==> src/rtl/float_unit_pkg.sv <==
// Shared definitions for the float streaming units: FSM state encoding and
// the single-precision NaN detector.
package float_unit_pkg;

    localparam logic [1:0] ST_IDLE  = 2'd0;
    localparam logic [1:0] ST_WAIT  = 2'd1;
    localparam logic [1:0] ST_ACCUM = 2'd2;
    localparam logic [1:0] ST_DONE  = 2'd3;

    localparam int EXP_W  = 8;
    localparam int FRAC_W = 32 - 1 - EXP_W;

    // NaN: exponent all ones with a nonzero fraction (infinity is not NaN).
    function automatic logic is_nan(input logic [31:0] word);
        return (&word[30 -: EXP_W]) && (|word[FRAC_W-1:0]);
    endfunction

endpackage

==> src/rtl/float_run_delay.sv <==
// Start sequencer: after a run pulse, waits the configured number of cycles
// and then emits a one-cycle start_accum pulse.
module float_run_delay
    import float_unit_pkg::*;
#(
    parameter int CNT_W = 16
) (
    input  logic             clk,
    input  logic             rst_n,
    input  logic             running,
    input  logic             run,
    input  logic [CNT_W-1:0] delay,
    output logic             start_accum
);

    logic [CNT_W-1:0] delay_cnt;
    logic             waiting;

    // A zero delay starts in the run cycle itself; otherwise start when the count hits 1.
    assign start_accum = running && (run ? (delay == '0)
                                         : (waiting && (delay_cnt == CNT_W'(1))));

    always_ff @(posedge clk or negedge rst_n) begin
        if (!rst_n) begin
            delay_cnt <= '0;
            waiting   <= 1'b0;
        end else if (running) begin
            if (run) begin
                delay_cnt <= delay;
                waiting   <= (delay != '0);
            end else if (waiting) begin
                delay_cnt <= delay_cnt - CNT_W'(1);
                if (delay_cnt == CNT_W'(1))
                    waiting <= 1'b0;
            end
        end
    end

endmodule

==> src/rtl/float_select_accum.sv <==
// Streaming max/argmax accumulator fed by a float greater-equal comparator.
// Define FLOAT_SELECT_NAN_SKIP_EN to skip NaN candidates until a best exists.
module float_select_accum
    import float_unit_pkg::*;
#(
    parameter int DATA_W = 32,
    parameter int CNT_W  = 16
) (
    input  logic              clk,
    input  logic              rst_n,
    input  logic              running,
    input  logic              run,
    input  logic [CNT_W-1:0]  delay,
    input  logic [CNT_W-1:0]  amount,
    input  logic [DATA_W-1:0] in0,
    input  logic [DATA_W-1:0] in1,
    output logic [DATA_W-1:0] out0,
    output logic [CNT_W-1:0]  out1,
    output logic              done
);

    logic [1:0]       state;
    logic [CNT_W-1:0] elem_cnt;
    logic             have_best;
    logic             start_accum;
    logic             take;
    logic             last_elem;
    logic             unused_mask_bits;

    float_run_delay #(.CNT_W(CNT_W)) u_run_delay (
        .clk         (clk),
        .rst_n       (rst_n),
        .running     (running),
        .run         (run),
        .delay       (delay),
        .start_accum (start_accum)
    );

    // The comparator mask is all-ones or all-zeros, so bit 0 carries it.
    assign unused_mask_bits = ^in1[DATA_W-1:1];
    assign last_elem        = (elem_cnt == amount - CNT_W'(1));
    assign done             = (state == ST_DONE);

    always_comb begin
`ifdef FLOAT_SELECT_NAN_SKIP_EN
        take = have_best ? in1[0] : !is_nan(in0[31:0]);
`else
        take = !have_best || in1[0];
`endif
    end

    // A run pulse restarts from any state; out0/out1 survive until the first take.
    always_ff @(posedge clk or negedge rst_n) begin
        if (!rst_n) begin
            state     <= ST_IDLE;
            elem_cnt  <= '0;
            have_best <= 1'b0;
            out0      <= '0;
            out1      <= '0;
        end else if (running) begin
            if (run) begin
                elem_cnt  <= '0;
                have_best <= 1'b0;
                if (start_accum)
                    state <= (amount != '0) ? ST_ACCUM : ST_DONE;
                else
                    state <= ST_WAIT;
            end else begin
                case (state)
                    ST_WAIT: begin
                        if (start_accum)
                            state <= (amount != '0) ? ST_ACCUM : ST_DONE;
                    end
                    ST_ACCUM: begin
                        if (take) begin
                            out0      <= in0;
                            out1      <= elem_cnt;
                            have_best <= 1'b1;
                        end
                        elem_cnt <= elem_cnt + CNT_W'(1);
                        if (last_elem)
                            state <= ST_DONE;
                    end
                    default: ;
                endcase
            end
        end
    end

endmodule
==> config.mk <==
export PLATFORM = sky130hd
export DESIGN_NAME = float_select_accum
export DESIGN_NICKNAME = d
export VERILOG_FILES = /design/src/rtl/float_unit_pkg.sv /design/src/rtl/float_run_delay.sv /design/src/rtl/float_select_accum.sv
export SDC_FILE = /design/constraint.sdc
export NUM_CORES = 1
export LEC_CHECK = 0
export BUFFER_PORTS_ARGS = -buffer_cell sky130_fd_sc_hd__buf_2
export CORE_ASPECT_RATIO = 1.5
export CORE_MARGIN = 8
export CORE_UTILIZATION = 25
export DETAILED_ROUTE_END_ITERATION = 12
export GPL_TIMING_DRIVEN = 0
export PLACE_DENSITY_LB_ADDON = 0.08
export SLEW_MARGIN = 20
export SYNTH_ARGS = -nofsm -noshare
export SYNTH_HDL_FRONTEND = slang
export SYNTH_SLANG_ARGS = --single-unit
==> constraint.sdc <==
create_clock -name clk -period 2.6 [get_ports clk]
set_input_delay 0.13 -clock clk [delete_from_list [all_inputs] [get_ports clk]]
set_output_delay 0.13 -clock clk [all_outputs]
set_load 0.02 [all_outputs]
======== Word-level counts from Yosys, hierarchy flattened ========
Cells that the tools add are included.
storage, ports and cells
  register bits after elaboration ......... 84
  latch bits .............................. 0
  bits in writable memories ............... 0
  bits in read-only memories .............. 0
  bits of input ports ..................... 100
  logic and storage cells ................. 51
  memories kept ........................... 0
operators by class
  $add $sub $neg .......................... 3
  multiply operators ...................... 0
  div/mod/pow operators ................... 0
  magnitude comparators ................... 0
  equal/unequal tests ..................... 7
  shift operators ......................... 0
  mux-type cells .......................... 17
  bitwise gates (word level) .............. 1
  reduce and logical (&&, ||, !) cells .... 16
operator list
  operator                                                               number
  16-bit 2-to-1 mux                                                      4
  16-bit nonzero test                                                    2
  16-bit by 1-bit subtractor with 16-bit output (second input constant)  2
  16-bit by 1-bit adder with 16-bit output (second input constant)       1
  16-bit by 1-bit == test with 1-bit output (second input constant)      1
  16-bit == test                                                         1
  16-bit logical NOT                                                     1
  1-bit 2-to-1 mux                                                       8
  2-bit 2-to-1 mux                                                       4
  4-bit AND reduction                                                    2
  3-bit inequality test (second input constant)                          2
  2-bit nonzero test                                                     3
  2-bit == test (second input constant)                                  2
  2-bit one-hot mux with 2 select lines                                  1
  2-bit AND reduction                                                    2
  3-bit AND reduction                                                    1
  3-bit nonzero test                                                     1
  2-bit by 1-bit == test with 1-bit output (second input constant)       1
  1-bit logical AND                                                      2
  1-bit logical NOT                                                      1
  1-bit logical OR                                                       1
  1-bit inverter                                                         1

======== Logic depth before layout (Yosys ltp) ========
  depth after elaboration ................. 7
  gate-level depth with buffers ........... 9
  mapped depth without buffers ............ 9

======== By module ========
Synthesis repeated with hierarchy kept, for this count alone.
unflattened totals
  cells, all modules ...................... 434
  area, all modules ....................... 4,563.1 um^2
modules (own cells, without submodules)
  module              times used  cells an instance  area each (um^2)
  float_select_accum  1           294                3,365.7
  float_run_delay     1           140                1,197.4

======== Worst setup path after synthesis ========
OpenSTA, ideal clock, no wires.
  path type ............................... input-to-reg
  start ................................... input port amount[4]
  end ..................................... register state[0]
  arrival time ............................ 1,881 ps
  required time ........................... 2,472 ps
  slack ................................... 592 ps
  stages .................................. 8
  buffers on the path ..................... 1
  cells stage by stage .................... clkbuf_2 > or4_4 > or2_1 > o21ai_1 > and4b_1 > nand4_1 > o21ai_2 > mux2_1
on the way
  cells in the longest elaborated chain, start to end .. 5
ends and longest elaborated chain
  element                                                                                RTL line                  source
  start: declaration                                                                     float_select_accum.sv:14  input logic [CNT_W-1:0] amount,
  branches (longest 5 deep; another with 16-bit by 1-bit subtractor with 16-bit output)  n/a
  end signal: assignment                                                                 float_select_accum.sv:65  state <= (amount != '0) ? ST_ACCUM : ST_DONE;
  end signal: assignment                                                                 float_select_accum.sv:72  state <= (amount != '0) ? ST_ACCUM : ST_DONE;
  end: declaration                                                                       float_select_accum.sv:22  logic [1:0] state;
Several ways; the timed one is not identified. The select of a mux whose other input is x is not followed.
A chain may end at the register's enable or synchronous reset.

======== Worst setup path in the final report ========
  start ................................... register u_run_delay.delay_cnt[3]
  end ..................................... register u_run_delay.delay_cnt[10]
on the way
  cells in the longest elaborated chain, start to end .. 3
ends and longest elaborated chain
  element                                        RTL line               source
  start: declaration                             float_run_delay.sv:16  logic [CNT_W-1:0] delay_cnt;
  start signal: assignment                       float_run_delay.sv:29  delay_cnt <= delay;
  start signal: assignment                       float_run_delay.sv:32  delay_cnt <= delay_cnt - CNT_W'(1);
  16-bit by 1-bit subtractor with 16-bit output  float_run_delay.sv:32
  16-bit 2-to-1 mux                              float_run_delay.sv:31  end else if (waiting) begin
  16-bit 2-to-1 mux                              float_run_delay.sv:28  if (run) begin
No other way between the ends. The select of a mux whose other input is x is not followed.

==> metrics.txt <==
PD cells 746 nW/um2; top cells by count, synth 84 x dfrtp_1, 48 x mux2_2, 26 x nor2_1, 25 x a21oi_1, 23 x nand2_1; largest net degree at the start of global routing 52; port buffer count 116; Pint 2770 uW; pre-CTS setup slack -0.0374 ns; Vias per Instance 4.79; # clock sinks 84; cell taking the most area after synthesis dfrtp_1; CP required 2.85 ns; top-area cell type share of the netlist area 48.4%; die width 124 um; fin util 32.2%; Synth Instances 415; synth warn 0; # Max-Cap Violations 0; global-route wire length before repair 20,900 um; post-DR wirelength/cell 17.3 um; Peak VDD IR 0.326 mV; I/O pin cnt 149; minimum clock period after layout 2.28 ns; Reg power frac 41.8%; Worst-path clk slew 0.07 ns; status finished, final reports clean; synthesized area per cell 10.5 um2; Worst Max-Slew Pin Slew 0.803 ns; post-synthesis async set-or-reset flop share 100%; register bit total from synthesis 84; First-pass DRT Iterations 4; Hold WC Path Type in -> reg; switching share of total power 33.0%; FP Rows 59; critical path peak fanout 5; Comb pwr share 25.8%; vias in the first global route 3,764; GRT Total Usage 12.2%; core box area 17,200 um2; Final nets 649; share of cells above drive strength 1 35.0%; Clock Path Buffers 2; Area growth, synth to finish 27.6%; die area 21,900 um2; Setup Crit Path Kind reg -> reg; placer congestion estimate 0.799; CTS H-tree depth 3; CP Capture Type register; prevailing post-synth register cell dfrtp_1; fin. max-slew vios 0; final setup fails 0; initial antenna violation count 0; Clock Latency Late Sink 0.34 ns; static leakage 0.00262 uW; DRC violations left 0; final wirelength 13,200 um; RSZ-0062 raised after global routing false; Clk pwr share 32.5%; relative slew slack 45.9%; Post-synth EDFFs 0; fmax 438 MHz; crit path launch type register; Synth area leaders dfrtp_1 48%, mux2_2 12%, xor2_1 3.6%, a21oi_1 2.9%, xnor2_1 2.8%; Tcrit/Tclk final 87.8%; DP HPWL 10,300 um; Seq/Total Area, Yosys 48.4%; GRT overflow 0; Crit path arrival time 2.54 ns; P_sw 1370 uW; DRC marker count from the first detailed-route iteration 137; setup slack after layout 0.318 ns; Final ANT Viol Nets 0; Synth Cell Area 4350 um2; Worst Skew 0.00961 ns; final hold violation count 0; synth unique cells 54; CTS tree built; Antenna diodes 0; CTS root buf clkbuf_16; syn_nets 520; total CTS buffers 9; Initial Util 25.3%; Die H 177 um; Setup Buffers After CTS 0; via count 3,653; most numerous cell in the Yosys netlist dfrtp_1
-- sequential cells by signal, summed over array words and instances (netlist names) --
signal                 cells
have_best                  1
out0                      32
state                      2
out1                      16
elem_cnt                  16
u_run_delay.delay_cnt     16
u_run_delay.waiting        1
-- power by group through the flow --
stage | sequential [uW] | combinational [uW] | clock [uW]
3_3_place_gp | 1750 | 1070 | 0
3_5_place_dp | 1750 | 1090 | 0
5_1_grt | 1770 | 1150 | 1440
2_1_floorplan | 1990 | 389 | 0
6_report | 1730 | 1070 | 1340
4_1_cts | 1730 | 1090 | 1390
-- kinds of logic after synthesis --
logic type,after synthesis,synth area share (%)
simple gates,130,16.2
compound gates,84,11.6
flops,84,48.4
mux,51,13.2
xor+xnor,32,6.45
buf+inv,29,2.74
fa+ha+maj,5,1.44
-- critical path, stage by stage, from the launching register on --
cell,delay (ns)
dfrtp_1,0.42
or3_1,0.42
nor3_1,0.38
nand2_1,0.22
or4_1,0.46
nor3_1,0.15
a21oi_1,0.06
o21ai_1,0.11
-- cell type report --
cell class / count / area (um2)
fillers: 1828 / 11700
multi-input cells: 302 / 2120
flip-flops and latches: 84 / 2100
repair buffers: 118 / 624
well taps: 213 / 267
clock buffers: 9 / 225
clock inverters: 7 / 80.1
plain buffers: 17 / 76.3
inverters: 12 / 45.0
-- routing by layer --
| metal | vias to the layer above | share of wire (%) | track usage, % | wire [um] |
|---|---|---|---|---|
| met5 | - | 0 | 0 | 0 |
| met3 | 9 | 3.0 | 1.78 | 402 |
| li1 | 1775 | - | - | - |
| met1 | 1799 | 40 | 14.2 | 5280 |
| met2 | 70 | 56 | 22.1 | 7350 |
| met4 | 0 | 1.4 | 3.98 | 186 |
-- cell usage in the layout (no fill, tap or decap), drive strengths merged, types with 3 or more instances in the layout --
cell type and instances:
a22oi 3, o22ai 15, mux2 50, inv 16
o21ai 20, xnor2 14, nand2 23, and2 6
xor2 18, nand4 6, a31oi 5, nor2b 3
nor3 16, ha 5, and3 4, nor2 26
nor4 9, a21oi 25, clkbuf 23, nand3 11
or4 4, dfrtp 84, nor3b 3, or3 5
buf 120, nand2b 3
-- through the flow --
stage               hold WS [ns]  setup TNS [ns]  instance area (um2)  instances  total power, uW
global route             0.00897               0                 5540        762             4360
floorplan                 -0.166               0                 4350        415             2380
finish                    0.0182               0                 5540        762             4140
detailed placement        0.0505         -0.0600                 5230        745             2840
global placement           0.363          -0.120                 5190        744             2820
CTS                      0.00380               0                 5540        762             4210
-- timing repair --
item | 4_1_cts | 5_1_grt
setup endpoints to repair | 0 | 20
hold endpoints to repair | 33 | 0
gates resized for setup | 0 | 2
hold buffers | 1 | 0
-- path summary, 6_finish.rpt --
path | startpoint | endpoint | slack, ns | depth (start not counted)
max in group asynchronous | rst_n | elem_cnt[9] | 1.77 | 3
worst max-delay path | u_run_delay.delay_cnt[3] | u_run_delay.delay_cnt[10] | 0.32 | 7
min in group asynchronous | rst_n | u_run_delay.delay_cnt[3] | 0.25 | 2
worst max register to register | u_run_delay.delay_cnt[3] | u_run_delay.delay_cnt[10] | 0.32 | 7
worst min register to register | u_run_delay.delay_cnt[14] | u_run_delay.delay_cnt[14] | 0.49 | 1
worst min-delay path | in0[12] | out0[12] | 0.02 | 2
Note: power is estimated with default switching activity, not from simulation.
